===== src/rtl/spi_master_tx.sv =====
// spi_master_tx: SPI mode-0 master, MSB-first, SCK divided from clk, start/busy/done handshake.
// A start seen on the closing edge of GAP begins the next frame at once, so the nCS-high gap is half cycles.
module spi_master_tx #(
    parameter int width = 16,
    parameter int half  = 2
) (
    input  logic             clk,
    input  logic             reset,
    input  logic             start,
    input  logic [width-1:0] tx_data,
    output logic             busy,
    output logic             done,
    output logic [width-1:0] rx_data,
    input  logic             MISO,
    output logic             nCS,
    output logic             SCK,
    output logic             MOSI
);
    localparam int HW = ($clog2(half) < 1) ? 1 : $clog2(half);
    localparam int BW = $clog2(width);
    localparam logic [HW-1:0] H_LAST = HW'(half - 1);
    localparam logic [BW-1:0] B_LAST = BW'(width - 1);
    localparam logic [2:0] IDLE = 3'd0, SETUP = 3'd1, HIGH = 3'd2, LOW = 3'd3, HOLD = 3'd4, GAP = 3'd5;

    logic [2:0]       state_q, state_d;
    logic [HW-1:0]    hcnt_q, hcnt_d;
    logic [BW-1:0]    bcnt_q, bcnt_d;
    logic [width-1:0] tx_q, tx_d, rxs_q, rxs_d, rx_q, rx_d;
    logic             ncs_q, ncs_d, sck_q, sck_d, mosi_q, mosi_d, busy_q, busy_d, done_q, done_d;
    logic             tick, accept;

    assign tick   = hcnt_q == H_LAST;
    assign accept = start && (state_q == IDLE || (state_q == GAP && tick));

    always_comb begin
        state_d = state_q;
        hcnt_d  = (state_q == IDLE || tick) ? '0 : hcnt_q + HW'(1);
        bcnt_d  = bcnt_q;
        tx_d    = tx_q;
        rxs_d   = rxs_q;
        rx_d    = rx_q;
        ncs_d   = ncs_q;
        sck_d   = sck_q;
        mosi_d  = mosi_q;
        busy_d  = busy_q;
        done_d  = 1'b0;
        case (state_q)
            SETUP, LOW: if (tick) begin
                sck_d   = 1'b1;
                rxs_d   = {rxs_q[width-2:0], MISO};
                state_d = HIGH;
            end
            HIGH: if (tick) begin
                sck_d = 1'b0;
                if (bcnt_q == B_LAST) begin
                    state_d = HOLD;
                end else begin
                    bcnt_d  = bcnt_q + BW'(1);
                    tx_d    = tx_q << 1;
                    mosi_d  = tx_q[width-2];
                    state_d = LOW;
                end
            end
            HOLD: if (tick) begin
                ncs_d   = 1'b1;
                mosi_d  = 1'b0;
                state_d = GAP;
            end
            GAP: if (tick) begin
                rx_d    = rxs_q;
                done_d  = 1'b1;
                busy_d  = 1'b0;
                state_d = IDLE;
            end
            IDLE: ;
            default: state_d = IDLE;
        endcase
        if (accept) begin
            tx_d    = tx_data;
            ncs_d   = 1'b0;
            mosi_d  = tx_data[width-1];
            busy_d  = 1'b1;
            bcnt_d  = '0;
            state_d = SETUP;
        end
    end

    always_ff @(posedge clk or posedge reset) begin
        if (reset) begin
            state_q <= IDLE;
            hcnt_q  <= '0;
            bcnt_q  <= '0;
            tx_q    <= '0;
            rxs_q   <= '0;
            rx_q    <= '0;
            ncs_q   <= 1'b1;
            sck_q   <= 1'b0;
            mosi_q  <= 1'b0;
            busy_q  <= 1'b0;
            done_q  <= 1'b0;
        end else begin
            state_q <= state_d;
            hcnt_q  <= hcnt_d;
            bcnt_q  <= bcnt_d;
            tx_q    <= tx_d;
            rxs_q   <= rxs_d;
            rx_q    <= rx_d;
            ncs_q   <= ncs_d;
            sck_q   <= sck_d;
            mosi_q  <= mosi_d;
            busy_q  <= busy_d;
            done_q  <= done_d;
        end
    end

    assign busy    = busy_q;
    assign done    = done_q;
    assign rx_data = rx_q;
    assign nCS     = ncs_q;
    assign SCK     = sck_q;
    assign MOSI    = mosi_q;
endmodule

===== config.mk =====
export PLATFORM = sky130hd
export DESIGN_NAME = spi_master_tx
export DESIGN_NICKNAME = d
export VERILOG_FILES = /design/src/rtl/spi_master_tx.sv
export SDC_FILE = /design/constraint.sdc
export NUM_CORES = 1
export LEC_CHECK = 0
export BUFFER_PORTS_ARGS = -buffer_cell sky130_fd_sc_hd__buf_2
export CAP_MARGIN = 20
export CORE_MARGIN = 5
export CORE_UTILIZATION = 40
export DETAILED_ROUTE_END_ITERATION = 16
export SLEW_MARGIN = 20
export SYNTH_ARGS = -nofsm -noshare
export SYNTH_HDL_FRONTEND = slang
export SYNTH_SLANG_ARGS = --single-unit

===== constraint.sdc =====
create_clock -name clk -period 2.44 [get_ports clk]
set_input_delay 0.61 -clock clk [delete_from_list [all_inputs] [get_ports clk]]
set_output_delay 0.61 -clock clk [all_outputs]
set_load 0.01 [all_outputs]

==> flow_metrics.py <==
metrics = {
    "status": {
        "run_status": "completed",
    },
    "clock_network": {
        "cts_root_buffer": "clkbuf_8",
        "cts-htree-levels": 3,
        "clkSlewWorstSetupHoldPaths_ns": 0.07,
        "clk_latency_ns": 0.33,
        "postCtsHoldBufs": 0,
        "cts_tree": "built",
        "cts_made_buffers": 9,
        "numClockSinks": 60,
        "cts_repair_resize_count": 0,
        "clock_path_buffers": 2,
        "post-cts-setup-buffers": 0,
    },
    "cells_and_area": {
        "area_delta_synth_final_pct": 18.5,
        "post_layout_nonfiller_instances": 331,
        "layout-drive-gt1-share_pct": 40.2,
        "finalNetCount": 271,
        "most_common_library_cell_in_the_layout_ignoring_fill_and_taps": "dfrtp_1",
        "layout_common_cells": "59 x dfrtp_1, 40 x buf_2, 24 x mux2_2, 19 x inv_1, 14 x a22oi_1",
        "fillerInstances": 587,
        "n_antenna_cell": 0,
    },
    "timing": {
        "finalMaxSlewViolations": 0,
        "fmaxAchievable_ghz": 0.510,
        "rsz0062_at_grt": "false",
        "finalClockSkew_ns": 0.00706,
        "fin_tns_setup_ns": 0,
        "hold_violations": 0,
        "finalWorstPathRequiredPeriod_ns": 1.96,
        "finalCritPeriodShare_pct": 80.4,
        "slew-limit-headroom_pct": 67.4,
        "final.hold.worst_slack_ns": 0.292,
        "pin_slew_with_the_least_headroom_to_its_limit_ns": 0.490,
        "setup_viol": 0,
    },
    "setup_path": {
        "cp_top_family": "simple AND/OR/NAND/NOR gates",
        "worstRegToRegCells": 4,
        "path_cells": "or2_1 > a211oi_4 > or2_1 > o21ai_0",
        "timing.critical_path.to_type": "flop",
        "critical_path.startpoint_type": "flop",
        "crit-reg2reg-launch": "state_q[2]",
        "endpoint": "tx_q[1]",
        "cp_num_cells": 4,
        "criticalPathCategory": "reg -> reg",
        "cpMaxStageDelayCell": "dfrtp_1",
        "timing.critical_path.fanout_max": 14,
        "r2r_setup_slk_ns": 0.48,
        "path_common_cell": "or2_1",
        "reg2reg_to": "tx_q[1]",
        "critical_path.startpoint": "state_q[2]",
        "slowest_delay_ns": 0.53,
        "worst-path-buf-inv": 0,
        "worst_ep_required_ns": 2.63,
        "cp_data_arrival_time_ns": 2.15,
    },
    "global_routing": {
        "vias_in_the_first_global_route": 1670,
        "grt.total_usage_pct": 12.0,
        "gr-total-overflow": 0,
        "grt_antenna_before_repair": 0,
        "grt_start_max_net_pins": 26,
        "wire_length_of_the_first_global_routing_pass_mm": 7.86,
    },
    "power": {
        "power.clock.fraction_pct": 26.9,
        "power_density_mw_per_mm2": 1110,
        "power.static_leakage_nw": 1.53,
        "netSwitchingPower_mw": 1.07,
        "power_switching_share_pct": 31.4,
        "power_report.internal_total_mw": 2.34,
        "p_seq_share_pct": 45.6,
        "ir_worst_vdd_v": 0.000441,
        "fin_total_pwr_mw": 3.41,
        "comb_power_share_pct": 27.5,
    },
    "place": {
        "post-place-cells": 316,
        "io_buffers": 40,
        "gp_routability_congestion": 0.753,
        "dpl_wire_length_mm": 3.07,
    },
    "synthesis": {
        "synth-seq-cells": 60,
        "avgSynthCellArea_um2": 12.7,
        "postSynthNetCount": 225,
        "async_reset_ff_share_pct": 100,
        "number_of_flops_mapped_to_enable_cells_by_yosys": 0,
        "library_cells_used_by_synthesis": 38,
        "netlist_instances": 204,
        "ys_seq_area_share_pct": 58.2,
        "yosys_most_used_dff": "dfrtp_1",
        "synthesis.yosys.warnings": 0,
        "netlist_area_mm2": 0.00258,
    },
    "drt": {
        "per_cell_routed_wire_length_um": 13.6,
        "viasPerCell": 4.95,
        "ant_nets": 0,
        "detailroute.via_count": 1639,
        "drcViolationCount": 0,
        "wirelength_mm": 4.51,
        "initial_detailed_routing_violation_count": 54,
        "drtPass1Iterations": 4,
    },
    "floorplan": {
        "cell_row_count": 29,
        "core_box_area_mm2": 0.00631,
        "die_width_um": 90.4,
        "io_pins": 41,
        "dieArea_mm2": 0.00816,
        "floorplan.initialDensity_pct": 40.9,
        "floorplan.die.height_um": 90.4,
    },
    "worst_hold_path": {
        "worstHoldPathType": "in -> async",
    },
    "flow_run": {
        "cap_violations": 0,
    },
}
-- worst min-delay path by stage --
stage          slack, ns  depth (start not counted)          end
4_1_cts             0.29                          2      tx_q[8]
3_5_place_dp        0.47                          1         busy
6_report            0.29                          2      tx_q[8]
5_1_grt             0.31                          2      tx_q[9]
3_3_place_gp        0.48                          1  rx_data[10]
2_1_floorplan       0.47                          1  rx_data[15]
-- cell families (layout without fill, tap and decap cells) --
family / count (synthesis) / after routing / share of synthesized area, %
flip-flops: 60 / 60 / 58.2
AO/OA/AOI/OAI: 44 / 44 / 11.4
AND/OR/NAND/NOR: 33 / 33 / 7.99
multiplexers: 32 / 32 / 15.1
buffers and inverters: 32 / 82 / 6.10
XOR/XNOR: 2 / 2 / 0.678
adder cells (fa/ha/maj): 1 / 1 / 0.484
-- per-layer routing --
| metal | up-vias | global-route usage (%) | wire (µm) |
|---|---|---|---|
| met3 | 6 | 3.33 | 133 |
| li1 | 806 | - | - |
| met5 | - | 0 | 0 |
| met1 | 800 | 15.4 | 2230 |
| met2 | 27 | 17.8 | 2060 |
| met4 | 0 | 7.44 | 83 |
-- registers in the layout, summed over array words and instances, names as in the netlist --
register and flops:
busy 1, hcnt_q 1, state_q 3, SCK 1
done 1, MOSI 1, rx_data 16, bcnt_q 4
tx_q 15, rxs_q 16, nCS 1
-- synth_stat cells, types with 2 or more instances --
master	n	area share, %
a21o_1	2	0.58
a21oi_1	3	0.58
a22oi_1	14	4.1
and3_1	2	0.48
buf_2	5	0.97
buf_4	4	1.2
buf_6	2	0.87
dfrtp_1	59	57
inv_1	20	2.9
mux2_2	24	10
mux2_4	8	4.7
nand2_1	8	1.2
nand3_1	4	0.78
nor2_1	5	0.73
nor3_1	3	0.58
o21ai_0	8	1.6
o21ai_1	10	1.9
or2_1	3	0.73
-- power groups by stage --
stage / Combinational, mW / Sequential (mW) / Clock, mW
finish: 0.937 / 1.55 / 0.918
global route: 1.06 / 1.61 / 0.986
CTS: 0.956 / 1.56 / 0.944
detailed placement: 0.952 / 1.57 / 0
global placement: 0.931 / 1.56 / 0
floorplan: 0.830 / 1.48 / 0
-- final cells by class --
class                   instances  area, µm²  area share [%]
clock buffers                  12        165            5.40
well taps                      77       96.3            3.15
inverters                      20       75.1            2.45
multi-input cells             112        922            30.1
repair buffers                 47        253            8.26
flip-flops and latches         60       1500            49.1
clock inverters                 3       45.0            1.47
-- metrics by stage --
step                      setup WS, ns  util [%]  cell area [µm²]
final                            0.477      48.5             3060
after global routing             0.312      48.5             3060
after CTS                        0.455      48.5             3060
after detailed placement         0.471      45.1             2850
after global placement           0.528      45.1             2850
after floorplan                  0.347         -             2580
No activity file was read; power rests on OpenSTA's default activity.
